==> src/rtl/addsub_pipe.sv <==
// Two-stage pipelined WIDTH-bit adder/subtractor with valid/ready on both sides.
// Define ADDSUB_PIPE_SAT_EN to add a per-transaction signed-saturation input (sat).
module addsub_pipe #(
    parameter  int WIDTH = 16,
    localparam int LO_W  = WIDTH / 2
) (
    input  logic             clk,
    input  logic             rst_n,
    input  logic             in_valid,
    output logic             in_ready,
    input  logic [WIDTH-1:0] a,
    input  logic [WIDTH-1:0] b,
    input  logic             cin,
    input  logic             subtract,
`ifdef ADDSUB_PIPE_SAT_EN
    input  logic             sat,
`endif
    output logic             out_valid,
    input  logic             out_ready,
    output logic [WIDTH-1:0] sum,
    output logic             cout,
    output logic             ovf,
    output logic             zero,
    output logic             neg
);
    localparam int HI_W = WIDTH - LO_W;

    logic             s2_adv, s1_adv;
    logic [WIDTH-1:0] b_eff;
    logic             c_eff;
    logic [LO_W:0]    lo_add;
    logic [HI_W:0]    hi_add;
    logic [WIDTH-1:0] raw_sum, sum_d;
    logic             ovf_d;

    logic             s1_valid_q;
    logic [LO_W-1:0]  s1_lo_q;
    logic             s1_c_q;
    logic [HI_W-1:0]  s1_ahi_q, s1_bhi_q;
`ifdef ADDSUB_PIPE_SAT_EN
    logic             s1_sat_q;
`endif
    logic             out_valid_q;
    logic [WIDTH-1:0] sum_q;
    logic             cout_q, ovf_q, zero_q, neg_q;

    assign s2_adv   = !out_valid_q || out_ready;
    assign s1_adv   = !s1_valid_q || s2_adv;
    assign in_ready = s1_adv;

    // Subtraction is A + ~B + ~borrow; once B is inverted the mode is no longer needed.
    assign b_eff  = subtract ? ~b : b;
    assign c_eff  = subtract ? ~cin : cin;
    assign lo_add = {1'b0, a[LO_W-1:0]} + {1'b0, b_eff[LO_W-1:0]} + {{LO_W{1'b0}}, c_eff};

    assign hi_add  = {1'b0, s1_ahi_q} + {1'b0, s1_bhi_q} + {{HI_W{1'b0}}, s1_c_q};
    assign raw_sum = {hi_add[HI_W-1:0], s1_lo_q};
    assign ovf_d   = (s1_ahi_q[HI_W-1] == s1_bhi_q[HI_W-1]) &&
                     (raw_sum[WIDTH-1] != s1_ahi_q[HI_W-1]);

    always_comb begin
        sum_d = raw_sum;
`ifdef ADDSUB_PIPE_SAT_EN
        // On overflow both operands share A's sign, so clamp toward that sign's limit.
        if (s1_sat_q && ovf_d)
            sum_d = s1_ahi_q[HI_W-1] ? {1'b1, {(WIDTH-1){1'b0}}} : {1'b0, {(WIDTH-1){1'b1}}};
`endif
    end

    always_ff @(posedge clk or negedge rst_n) begin
        if (!rst_n) begin
            s1_valid_q  <= 1'b0;
            s1_lo_q     <= '0;
            s1_c_q      <= 1'b0;
            s1_ahi_q    <= '0;
            s1_bhi_q    <= '0;
`ifdef ADDSUB_PIPE_SAT_EN
            s1_sat_q    <= 1'b0;
`endif
            out_valid_q <= 1'b0;
            sum_q       <= '0;
            cout_q      <= 1'b0;
            ovf_q       <= 1'b0;
            zero_q      <= 1'b0;
            neg_q       <= 1'b0;
        end else begin
            if (s1_adv) begin
                s1_valid_q <= in_valid;
                if (in_valid) begin
                    s1_lo_q  <= lo_add[LO_W-1:0];
                    s1_c_q   <= lo_add[LO_W];
                    s1_ahi_q <= a[WIDTH-1:LO_W];
                    s1_bhi_q <= b_eff[WIDTH-1:LO_W];
`ifdef ADDSUB_PIPE_SAT_EN
                    s1_sat_q <= sat;
`endif
                end
            end
            if (s2_adv) begin
                out_valid_q <= s1_valid_q;
                if (s1_valid_q) begin
                    sum_q  <= sum_d;
                    cout_q <= hi_add[HI_W];
                    ovf_q  <= ovf_d;
                    zero_q <= (sum_d == '0);
                    neg_q  <= sum_d[WIDTH-1];
                end
            end
        end
    end

    assign out_valid = out_valid_q;
    assign sum       = sum_q;
    assign cout      = cout_q;
    assign ovf       = ovf_q;
    assign zero      = zero_q;
    assign neg       = neg_q;
endmodule

==> config.mk <==
export PLATFORM = sky130hd
export DESIGN_NAME = addsub_pipe
export DESIGN_NICKNAME = d
export VERILOG_FILES = /design/src/rtl/addsub_pipe.sv
export SDC_FILE = /design/constraint.sdc
export NUM_CORES = 1
export LEC_CHECK = 0
export ABC_AREA = 1
export ABC_CLOCK_PERIOD_IN_PS = 4300
export CAP_MARGIN = 20
export CORE_UTILIZATION = 35
export CTS_BUF_LIST = sky130_fd_sc_hd__clkbuf_16
export DETAILED_ROUTE_END_ITERATION = 10
export PLACE_DENSITY = 0.69
export SLEW_MARGIN = 30
export SYNTH_ARGS = -nofsm -noshare
export SYNTH_HDL_FRONTEND = slang
export SYNTH_SLANG_ARGS = --single-unit
==> constraint.sdc <==
create_clock -name clk -period 4.3 [get_ports clk]
set_input_delay 0.43 -clock clk [delete_from_list [all_inputs] [get_ports clk]]
set_output_delay 0.43 -clock clk [all_outputs]
set_load 0.005 [all_outputs]
# ---- Word-level counts from Yosys, hierarchy flattened
# Index checks and enable logic that the tools add are counted.
dict set report totals {
  inputBits 38
  register_bits 47
}
dict set report op_classes {
  n_addsub 4
  n_reduce_logical 8
  n_eq_ne 2
  n_mux 2
  bitwise_logic 2
}
# cell count
set ops {}
lappend ops {{8-bit by 8-bit adder with 9-bit output} 2}
lappend ops {{9-bit by 1-bit adder with 9-bit output} 2}
lappend ops {{16-bit logical NOT} 1}
lappend ops {{16-bit two-way mux} 1}
lappend ops {{16-bit NOT} 1}
lappend ops {{2-bit AND reduction} 2}
lappend ops {{1-bit logical NOT} 2}
lappend ops {{1-bit logical OR} 2}
lappend ops {{1-bit == test} 1}
lappend ops {{1-bit logical AND} 1}
lappend ops {{1-bit two-way mux} 1}
lappend ops {{1-bit inequality test} 1}
lappend ops {{1-bit NOT} 1}

# ---- Logic depth before layout (Yosys ltp)
# Gate-level depths: netlist (run 1).
dict set report logic_depth {
  depth_word 4
  depth_mapped 11
  mapped_depth_nobuf 11
}

# ---- Worst setup path after synthesis (run 1)
# Ideal clock, no wire load.
dict set report synth_path {
  kind {input -> register}
  from {input port subtract}
  to {register s1_lo_q[6]}
  t_arrival_ns 2.294
  cell_stages 10
  path_buffers 2
  slack_ns 1.889
  required_ns 4.183
  setup_time_ns 0.117
  path_cell_list {buf_4 > buf_4 > xor2_1 > fa_1 > fa_1 > nand4_1 > nand3_1 > or2_1 > nand3_1 > nand2_1}
}
dict set report synth_via {
  elab_chain_cells 3
  word_cells_on_any_way 4
  classes_between {2 x add/sub; 2 x mux}
}
# item line_no
set synth_lines {}
lappend synth_lines {{start: declaration} 14} ;# input logic subtract,
lappend synth_lines {{16-bit two-way mux} 52} ;# assign b_eff = subtract ? ~b : b;
lappend synth_lines {{8-bit by 8-bit adder with 9-bit output} 54} ;# assign lo_add = {1'b0, a[LO_W-1:0]} + {1'b0, b_eff[LO_W-1:0]} + {{LO_W{1'b0}}, c_eff};
lappend synth_lines {{9-bit by 1-bit adder with 9-bit output (*)} 54}
lappend synth_lines {{end signal: assignment} 90} ;# s1_lo_q <= lo_add[LO_W-1:0];
lappend synth_lines {{end: declaration} 37} ;# logic [LO_W-1:0] s1_lo_q;
# Every way passes the cells marked *; elsewhere a longest branch is shown, timed or not.
# A chain may end at the register's enable or synchronous reset.

# ---- Worst setup path after layout (run 1)
# Same ends and word-level chain as after synthesis.

==> impl_metrics.csv, run 1 <==
group,metric,value,unit
outcome,outcome,"finished, final reports clean",
global_routing,first_global_vias,2010,
route,drtAntennaViolNets,0,
yosys,synth-edff-count,0,
power,p_int,1.09,mW
clock_network,cts_made_buffers,5,
route,drt_pre_antenna_iters,6,
global_routing,grt_max_degree,47,
clock_network,clk_path_buf_depth,2,
setup_path,rrSetupSlack,2.20,ns
yosys,yosysWarningCount,0,
setup_path,worst-endpoint-required,4.47,ns
final_layout,antenna_cells_inserted,0,
setup_path,r2r-start,"s1_c_q",
die,ioPinCount,60,
die,placeableCoreArea,7250,um^2
yosys,yosysTopAreaCellShare,0.440,
yosys,syn_nets,379,
yosys,avgSynthCellArea,8.10,um^2
setup_path,critical_path.startpoint_type,"primary input",
clock_network,cts_resized,0,
sta,timing_hold_violations_final,0,
setup_path,critical_setup_path_kind,"primary input to register",
global_routing,global_route.usage.total,0.148,
route,totalWireLength,5.24,mm
setup_path,worst_r2r_endpoint,"zero",
yosys,synth.cell_area,2620,um^2
global_routing,globalRouteOverflowTotal,0,
die,die_height,88.5,um
sta,tcrit_tclk_final,0.566,
yosys,dominantRegCellSynth,"sky130_fd_sc_hd__dfrtp_1",
yosys,postSynthCellCount,323,
setup_path,critical_path_peak_fanout,3,
route,drt_first_iter_violations,79,
sta,max_slew_margin,0.541,
clock_network,clockRootBuffer,"sky130_fd_sc_hd__clkbuf_16",
sta,max_slew.worst_pin.slew,0.687,ns
final_layout,final_area,3420,um^2
sta,fmax,411,MHz
sta,slew_violations,0,
route,dr_wl_cell,10.9,um
place,placement.io_buffers,59,
clock_network,tritoncts,"built",
clock_network,h-tree-depth,2,
die,die_x,88.5,um
yosys,yosysUniqueCellTypes,25,
setup_path,endpoint_kind,"register",
setup_path,reg2reg_depth,8,
sta,finClkSkew,0.00655,ns
global_routing,global_route_wire_length_before_repair,9.05,mm
power,power_frac_seq,0.394,
hold_path,timing.hold.worst.class,"primary input to asynchronous set/reset pin",
sta,setup_repair_after_global_routing_missed_its_margin,"false",
place,post_dp_cell_area,3280,um^2
clock_network,cts_setup_buffers,0,
yosys,postSynth.asyncResetShare,1.00,
clock_network,clock_sink_count,46,
yosys,synth.cells.most_frequent,"122 x sky130_fd_sc_hd__nand2_1, 46 x sky130_fd_sc_hd__dfrtp_1, 21 x sky130_fd_sc_hd__nor2_1",
clock_network,worst_setup_hold_path_clk_slew,0.06,ns
clock_network,cts_hold_repair.buffers,0,
power,power.clock.fraction,0.223,
place,detailed_place_hpwl,4.08,mm
die,start_util,0.361,
final_layout,final_layout_size_suffix_gt1_frac,0.0474,
setup_path,arr_time_crit_path,2.61,ns
yosys,yosys_register_bits,46,
power,power.static_leakage,1.67,nW
die,core.rowCount,31,
power,switching_power,0.529,mW
route,via_count,2162,
power,power.ir.vdd_worst,0.156,mV
sta,post-route-min-period,2.43,ns
clock_network,clock_latency_on_the_worst_skew_pair,0.28,ns
yosys,synth_area_leader_cell,"sky130_fd_sc_hd__dfrtp_1",
power,switching_share,0.327,
die,die_area,7830,um^2
final_layout,layout.cells.non_filler,479,
yosys,post_synth_main_area_contributors,"sky130_fd_sc_hd__dfrtp_1 44%, sky130_fd_sc_hd__nand2_1 17%, sky130_fd_sc_hd__ha_1 6.7%, sky130_fd_sc_hd__xor2_1 4.3%, sky130_fd_sc_hd__o21ai_0 3.3%",
sta,final-setup-viol-count,0,
power,power.combinational.fraction,0.382,
yosys,synth_most_common_cell,"sky130_fd_sc_hd__nand2_1",
global_routing,grt_antenna_before_repair,0,
place,place_inst,472,
final_layout,syn_to_final_growth,30.5,%
final_layout,final_cell_utilization_of_the_core,0.471,
sta,fin_setup_tns,0,ns
place,finalWeightedCongestion,0.785,
final_layout,design.final.nets,436,
route,vias_per_cell,4.51,
power,power_density,473,nW/um^2
yosys,synth-seq-area-share,0.440,
run,max_cap_violations,0,
route,remaining_design_rule_violation_count,0,
==> worst max-delay path by stage <==
stage | start | end | slack (ns) | cells after the start
CTS | subtract | s1_lo_q[6] | 1.86 | 9
floorplan | subtract | s1_lo_q[6] | 1.89 | 10
finish | subtract | s1_lo_q[6] | 1.87 | 9
detailed placement | subtract | s1_lo_q[6] | 1.57 | 9
global placement | subtract | s1_lo_q[6] | 1.59 | 9
global route | subtract | s1_lo_q[7] | 1.73 | 9
==> registers in the layout, indices dropped and copies added (netlist names) <==
register	count
cout	1
out_valid	1
ovf	1
s1_ahi_q	8
s1_bhi_q	8
s1_c_q	1
s1_lo_q	8
s1_valid_q	1
sum	16
zero	1
==> cell type report <==
cell class	count	area [um^2]
timing repair buffer	60	596
clock buffer	5	125
inverter	22	82.6
sequential	46	1150
tap	99	124
clock inverter	2	11.3
multi-input combinational	245	1330
fill	755	3840
==> metal layers <==
layer | up-vias | wire, um | GRT usage
met5 | - | 0 | 0
met4 | 0 | 68 | 0.0484
met3 | 7 | 213 | 0.0289
met2 | 46 | 2300 | 0.236
met1 | 969 | 2650 | 0.202
li1 | 1140 | - | -
==> stage by stage <==
step                      hold slack [ns]  total power, mW  setup WS, ns
after floorplan                     0.134            0.987          1.89
after global placement              0.465             1.25          1.59
after detailed placement            0.466             1.27          1.57
after CTS                           0.172             1.64          1.86
after global routing                0.192             1.75          1.73
final                               0.138             1.62          1.87
==> power by group through the flow <==
stage                     clock network, mW  logic, mW  registers, mW
after floorplan                           0      0.349          0.637
after global placement                    0      0.611          0.644
after detailed placement                  0      0.623          0.646
after CTS                             0.370      0.627          0.639
after global routing                  0.386      0.708          0.654
final                                 0.361      0.618          0.638
==> cell usage in the layout, fill, tap and decap left out <==
| master | netlist | layout |
|---|---|---|
| sky130_fd_sc_hd__nor3_1 | 1 | 1 |
| sky130_fd_sc_hd__dfrtp_1 | 46 | 46 |
| sky130_fd_sc_hd__ha_1 | 14 | 14 |
| sky130_fd_sc_hd__nand2_2 | 6 | 6 |
| sky130_fd_sc_hd__inv_2 | 3 | 3 |
| sky130_fd_sc_hd__nor2_1 | 21 | 21 |
| sky130_fd_sc_hd__a21oi_1 | 7 | 7 |
| sky130_fd_sc_hd__o21ai_1 | 2 | 2 |
| sky130_fd_sc_hd__nand4_1 | 3 | 3 |
| sky130_fd_sc_hd__clkbuf_16 | 0 | 5 |
| sky130_fd_sc_hd__xor2_1 | 13 | 13 |
| sky130_fd_sc_hd__o21ai_0 | 17 | 17 |
| sky130_fd_sc_hd__or2_1 | 1 | 1 |
| sky130_fd_sc_hd__inv_1 | 19 | 20 |
| sky130_fd_sc_hd__fa_1 | 4 | 4 |
| sky130_fd_sc_hd__buf_4 | 3 | 2 |
| sky130_fd_sc_hd__o21bai_1 | 1 | 1 |
| sky130_fd_sc_hd__clkdlybuf4s50_1 | 0 | 58 |
| sky130_fd_sc_hd__a21oi_2 | 1 | 1 |
| sky130_fd_sc_hd__a21boi_0 | 1 | 1 |
| sky130_fd_sc_hd__xnor2_1 | 9 | 9 |
| sky130_fd_sc_hd__nand3_1 | 16 | 16 |
| sky130_fd_sc_hd__a31oi_1 | 3 | 3 |
| sky130_fd_sc_hd__clkinvlp_4 | 0 | 1 |
| sky130_fd_sc_hd__nand2_1 | 122 | 122 |
| sky130_fd_sc_hd__nand3b_1 | 3 | 3 |
==> worst max-delay path, stage by stage <==
cell and delay [ns]:
sky130_fd_sc_hd__clkdlybuf4s50_1 0.52, sky130_fd_sc_hd__xor2_1 0.22, sky130_fd_sc_hd__fa_1 0.44, sky130_fd_sc_hd__fa_1 0.44, sky130_fd_sc_hd__nand4_1 0.11, sky130_fd_sc_hd__nand3_1 0.11, sky130_fd_sc_hd__or2_1 0.22, sky130_fd_sc_hd__nand3_1 0.07
sky130_fd_sc_hd__nand2_1 0.05
==> cell families (layout without fill, tap and decap cells) <==
| family | count (synthesis) | count (layout) | share of synthesized area |
|---|---|---|---|
| fa+ha+maj | 18 | 18 | 0.0975 |
| compound gates | 32 | 32 | 0.0660 |
| flops | 46 | 46 | 0.440 |
| simple gates | 173 | 173 | 0.270 |
| xor+xnor | 22 | 22 | 0.0736 |
| buf+inv | 32 | 89 | 0.0531 |
Power figures use the tool's default switching activity.
==> run 2, diff against run 1 <==
--- a/config.mk
+++ b/config.mk
@@ -6,7 +6,7 @@
 export NUM_CORES = 1
 export LEC_CHECK = 0
 export ABC_AREA = 1
-export ABC_CLOCK_PERIOD_IN_PS = 4300
+export ABC_CLOCK_PERIOD_IN_PS = 2300
 export CAP_MARGIN = 20
 export CORE_UTILIZATION = 35
 export CTS_BUF_LIST = sky130_fd_sc_hd__clkbuf_16
==> constraint.sdc (replaced) <==
create_clock -name clk -period 2.3 [get_ports clk]
set_input_delay 0.23 -clock clk [delete_from_list [all_inputs] [get_ports clk]]
set_output_delay 0.23 -clock clk [all_outputs]
set_load 0.005 [all_outputs]
==> impl_metrics.csv, run 2 (same netlist as run 1, synthesis figures left out) <==
group,metric,value,unit
outcome,outcome,"finished, final reports clean",
setup_path,timing.critical_path.max_delay_family,"adder cells",
clock_network,clock_sink_count,46,
clock_network,clk_path_buf_depth,2,
global_routing,global_route_wire_length_before_repair,8.98,mm
power,power.ir.vdd_worst,0.304,mV
sta,setup_repair_after_global_routing_missed_its_margin,"false",
route,vias_per_cell,4.44,
clock_network,cts_made_buffers,5,
route,drt_first_iter_violations,92,
setup_path,worst_path_max_delay_cell,"sky130_fd_sc_hd__fa_1",
setup_path,arr_time_crit_path,2.29,ns
sta,setup_slack,0.184,ns
setup_path,critical_path.startpoint_type,"register",
final_layout,largest_reg_flops,16,
place,post-place-ws,-0.206,ns
die,die_height,88.5,um
final_layout,multi_input_comb_area,1330,um^2
setup_path,reg2reg_depth,8,
clock_network,h-tree-depth,2,
setup_path,critPathMaxStageDelay,0.50,ns
place,detailed_place_hpwl,4.12,mm
route,dr_wl_cell,10.9,um
sta,timing_hold_violations_final,0,
setup_path,r2r-start,"s1_c_q",
clock_network,worst_setup_hold_path_clk_slew,0.06,ns
setup_path,crit_buf_inv,0,
run,max_cap_violations,0,
setup_path,worst_r2r_endpoint,"zero",
setup_path,endpoint_kind,"register",
sta,finClkSkew,0.00520,ns
sta,slew_violations,0,
die,start_util,0.361,
setup_path,critical_setup_path_kind,"register to register",
setup_path,critical_path.cell_chain,"fa_1 -> fa_1 -> nand3_1 -> nand3_1 -> xor2_1 -> nor2_1 -> nand3_1 -> nand2_1",
sta,post-route-min-period,2.12,ns
die,die_area,7830,um^2
place,placement.io_buffers,59,
global_routing,grt_antenna_before_repair,0,
die,core.rowCount,31,
sta,timing.hold.ws,0.0109,ns
route,via_count,2180,
final_layout,layout.cells.non_filler,491,
setup_path,rrSetupSlack,0.18,ns
global_routing,grt_max_degree,47,
global_routing,first_global_vias,2036,
die,ioPinCount,60,
power,power_density,902,nW/um^2
route,drtAntennaViolNets,0,
place,finalWeightedCongestion,0.775,
route,remaining_design_rule_violation_count,0,
clock_network,clock_latency_on_the_worst_skew_pair,0.29,ns
sta,max_slew_margin,0.614,
final_layout,antenna_cells_inserted,0,
final_layout,layout.cells.most_common_list,"122 x sky130_fd_sc_hd__nand2_1, 57 x sky130_fd_sc_hd__clkdlybuf4s50_1, 46 x sky130_fd_sc_hd__dfrtp_1",
die,die_x,88.5,um
clock_network,cts_hold_repair.buffers,0,
route,drt_pre_antenna_iters,6,
final_layout,fill_cells,729,
power,power.static_leakage,1.74,nW
global_routing,global_route.usage.total,0.148,
final_layout,syn_to_final_growth,35.0,%
final_layout,seqCellArea,1150,um^2
sta,max_slew.worst_pin.slew,0.579,ns
route,totalWireLength,5.37,mm
die,placeableCoreArea,7250,um^2
sta,tcrit_tclk_final,0.920,
final_layout,final_layout_size_suffix_gt1_frac,0.0765,
final_layout,design.final.nets,447,
sta,fmax,473,MHz
sta,final-setup-viol-count,0,
final_layout,final_common_cell,"sky130_fd_sc_hd__nand2_1",
clock_network,tritoncts,"built",
hold_path,timing.hold.worst.class,"primary input to asynchronous set/reset pin",
clock_network,clockRootBuffer,"sky130_fd_sc_hd__clkbuf_16",
setup_path,worst-endpoint-required,2.47,ns
global_routing,globalRouteOverflowTotal,0,
power,design_power_total,3.19,mW
setup_path,critical_path_peak_fanout,4,
place,place_inst,483,
setup_path,crit_path_frequent_cell,"sky130_fd_sc_hd__nand3_1",
-- run 2: cell count changes in the layout (fill, tap and decap cells not counted), sizes merged --
cell,delta
dlymetal6s2s,+1
buf,+11
bufinv,+1
clkdlybuf4s50,-1
-- run 2: cell type report --
type | instances | share of cell area
inverter | 22 | 0.0234
timing repair buffer | 71 | 0.193
multi-input combinational | 245 | 0.376
sequential | 46 | 0.326
tap | 99 | 0.0351
clock inverter | 3 | 0.0117
clock buffer | 5 | 0.0354
-- run 2: what timing repair did --
action / 4_1_cts / 5_1_grt
endpoints found under the hold margin: 0 / 0
setup buffers: 0 / 0
resized for setup: 0 / 2
setup endpoints to repair: 0 / 1
-- run 2: per-stage QoR --
| step | cell area, um^2 | setup TNS, ns | utilization |
|---|---|---|---|
| 2_1_floorplan | 2620 | 0 | - |
| 3_3_place_gp | 3360 | -0.563 | 0.463 |
| 3_5_place_dp | 3360 | -0.911 | 0.463 |
| 4_1_cts | 3530 | 0 | 0.486 |
| 5_1_grt | 3530 | 0 | 0.487 |
| 6_report | 3530 | 0 | 0.487 |
-- run 2: how the worst max path moves through the flow --
stage	from	end	cells after the start
after floorplan	subtract	s1_lo_q[6]	10
after global placement	subtract	s1_lo_q[6]	9
after detailed placement	subtract	s1_lo_q[6]	9
after CTS	subtract	s1_lo_q[6]	9
after global routing	s1_c_q	zero	11
final	s1_c_q	zero	8
-- run 2: report_power, final --
part,internal [mW],switching (mW)
Clock,0.508,0.295
Sequential,1.04,0.151
Combinational,0.631,0.561
Total,2.18,1.01
-- run 2: layer usage --
layer	vias up	global-route usage	share of wire
li1	1164	-	-
met1	967	0.201	0.50
met2	43	0.235	0.44
met3	6	0.0289	0.039
met4	0	0.0572	0.017
met5	-	0	0
==> run 3, diff against run 2 <==
--- a/config.mk
+++ b/config.mk
@@ -12,6 +12,7 @@
 export CTS_BUF_LIST = sky130_fd_sc_hd__clkbuf_16
 export DETAILED_ROUTE_END_ITERATION = 10
 export PLACE_DENSITY = 0.69
+export SETUP_SLACK_MARGIN = 0.5
 export SLEW_MARGIN = 30
 export SYNTH_ARGS = -nofsm -noshare
 export SYNTH_HDL_FRONTEND = slang
==> impl_metrics.csv, run 3 (same netlist as run 1, synthesis figures left out) <==
group,metric,value,unit
sta,max_slew.worst_pin.slew,0.527,ns
setup_path,arr_time_crit_path,2.18,ns
run,max_cap_violations,0,
setup_path,endpoint,"zero",
route,remaining_design_rule_violation_count,0,
global_routing,grt_antenna_before_repair,0,
power,power_density,875,nW/um^2
sta,finClkSkew,0.00233,ns
setup_path,r2r-start,"s1_c_q",
sta,tcrit_tclk_final,0.851,
place,post_dp_cell_area,3380,um^2
final_layout,final_layout_size_suffix_gt1_frac,0.129,
route,drtAntennaViolNets,0,
global_routing,globalRouteOverflowTotal,0,
setup_path,worst_path_max_delay_cell,"sky130_fd_sc_hd__fa_2",
final_layout,design.final.nets,451,
clock_network,clockRootBuffer,"sky130_fd_sc_hd__clkbuf_16",
sta,final-setup-viol-count,0,
route,vias_per_cell,4.51,
setup_path,crit_path_frequent_cell,"sky130_fd_sc_hd__nand2_1",
sta,post-route-min-period,1.96,ns
setup_path,critical_path.cell_chain,"fa_2 -> fa_2 -> inv_2 -> nand2_1 -> nand2_1 -> nand2_1 -> nor2_1 -> nand3_1 -> nor2_1 -> nand3_1 -> nand2_1",
die,placeableCoreArea,7250,um^2
place,placement.io_buffers,59,
clock_network,clk_path_buf_depth,2,
sta,slew_violations,0,
die,die_height,88.5,um
route,totalWireLength,5.50,mm
die,core.rowCount,31,
setup_path,endpoint_kind,"register",
setup_path,worst_r2r_endpoint,"zero",
global_routing,global_route_wire_length_before_repair,9.70,mm
clock_network,h-tree-depth,2,
place,place_inst,483,
route,drt_first_iter_violations,81,
power,power.ir.vdd_worst,0.311,mV
outcome,outcome,"finished, final reports clean",
final_layout,syn_to_final_growth,37.2,%
final_layout,layout.cells.non_filler,493,
setup_path,critical_path_peak_fanout,4,
hold_path,timing.hold.worst.class,"primary input to register",
die,ioPinCount,60,
setup_path,reg2reg_depth,11,
route,via_count,2223,
clock_network,tritoncts,"built",
global_routing,first_global_vias,2156,
setup_path,crit_path_start,"s1_c_q",
final_layout,largest_reg_flops,16,
clock_network,clock_sink_count,46,
die,start_util,0.361,
power,power.static_leakage,1.77,nW
clock_network,worst_setup_hold_path_clk_slew,0.06,ns
sta,timing_hold_violations_final,0,
sta,max_slew_margin,0.649,
place,finalWeightedCongestion,0.799,
final_layout,final_area,3590,um^2
clock_network,clock_latency_on_the_worst_skew_pair,0.28,ns
sta,setup_repair_after_global_routing_missed_its_margin,"true",
clock_network,cts_made_buffers,5,
global_routing,global_route.usage.total,0.161,
route,drt_pre_antenna_iters,4,
final_layout,final_common_cell,"sky130_fd_sc_hd__nand2_1",
die,die_x,88.5,um
route,dr_wl_cell,11.2,um
setup_path,worst-endpoint-required,2.52,ns
final_layout,antenna_cells_inserted,0,
die,die_area,7830,um^2
setup_path,critical_path.startpoint_type,"register",
setup_path,critPathMaxStageDelay,0.41,ns
setup_path,critical_setup_path_kind,"register to register",
final_layout,layout.cells.most_common_list,"120 x sky130_fd_sc_hd__nand2_1, 54 x sky130_fd_sc_hd__clkdlybuf4s50_1, 46 x sky130_fd_sc_hd__dfrtp_1",
global_routing,grt_max_degree,36,
place,detailed_place_hpwl,4.31,mm
sta,fmax,511,MHz
setup_path,rrSetupSlack,0.34,ns
run 3: changes by cell type in the layout (fill, tap and decap cells not counted), moves of 3 or more:
cell | previous run | this run
sky130_fd_sc_hd__xor2_2 | 0 | 3
sky130_fd_sc_hd__clkdlybuf4s50_1 | 57 | 54
sky130_fd_sc_hd__nand3_2 | 0 | 4
sky130_fd_sc_hd__fa_1 | 4 | 0
sky130_fd_sc_hd__xor2_1 | 13 | 10
sky130_fd_sc_hd__nand3_1 | 16 | 12
sky130_fd_sc_hd__fa_2 | 0 | 4
sky130_fd_sc_hd__buf_4 | 11 | 14
run 3: worst min path at each step:
stage	slack, ns	to	cells after the start	startpoint
after floorplan	-0.07	cout	0	rst_n
after global placement	0.23	s1_ahi_q[3]	1	rst_n
after detailed placement	0.24	s1_bhi_q[6]	1	rst_n
after CTS	0.47	s1_bhi_q[6]	2	rst_n
after global routing	0.48	s1_lo_q[0]	4	a[0]
final	0.45	s1_lo_q[0]	4	a[0]
run 3: area by class of cell:
type / count / area, um^2
multi-input combinational: 245 / 1400
clock inverter: 1 / 3.75
timing repair buffer: 75 / 703
sequential: 46 / 1150
tap: 99 / 124
fill: 723 / 3660
clock buffer: 5 / 125
inverter: 22 / 82.6
run 3: timing repair:
action | in CTS | in global routing
gates cloned | 0 | 0
hold buffers | 1 | 0
setup buffers | 3 | 0
resized for setup | 9 | 15
pin swaps | 7 | 11
endpoints found under the setup margin | 10 | 10
hold endpoints to repair | 22 | 0
run 3: power by group:
| part | leakage [nW] | total, mW | internal (mW) | switching, mW |
|---|---|---|---|---|
| Clock | 0.0632 | 0.658 | 0.386 | 0.272 |
| Combinational | 1.14 | 1.29 | 0.687 | 0.599 |
| Sequential | 0.561 | 1.20 | 1.04 | 0.155 |
run 3: through the flow:
stage | utilization | TNS, ns | power (mW) | worst slack [ns] | hold WS, ns
after floorplan | - | 0 | 1.86 | 0.258 | -0.0656
after global placement | 0.466 | -0.268 | 2.39 | -0.101 | 0.229
after detailed placement | 0.466 | -0.547 | 2.42 | -0.139 | 0.240
after CTS | 0.490 | 0 | 3.14 | 0.382 | 0.472
after global routing | 0.495 | 0 | 3.40 | 0.224 | 0.476
final | 0.495 | 0 | 3.14 | 0.343 | 0.452
run 3: critical path, delay by kind of cell, from the launching register on:
family / cells / cell delay (ns)
adder cells (fa/ha/maj): 2 / 0.82
buffers and inverters: 1 / 0.07
flip-flops: 1 / 0.40
AND/OR/NAND/NOR: 8 / 0.60
run 3: layer usage:
layer,share of wire,track usage
met5,0,0
met2,0.46,0.262
met3,0.047,0.0326
met1,0.48,0.213
met4,0.016,0.0572
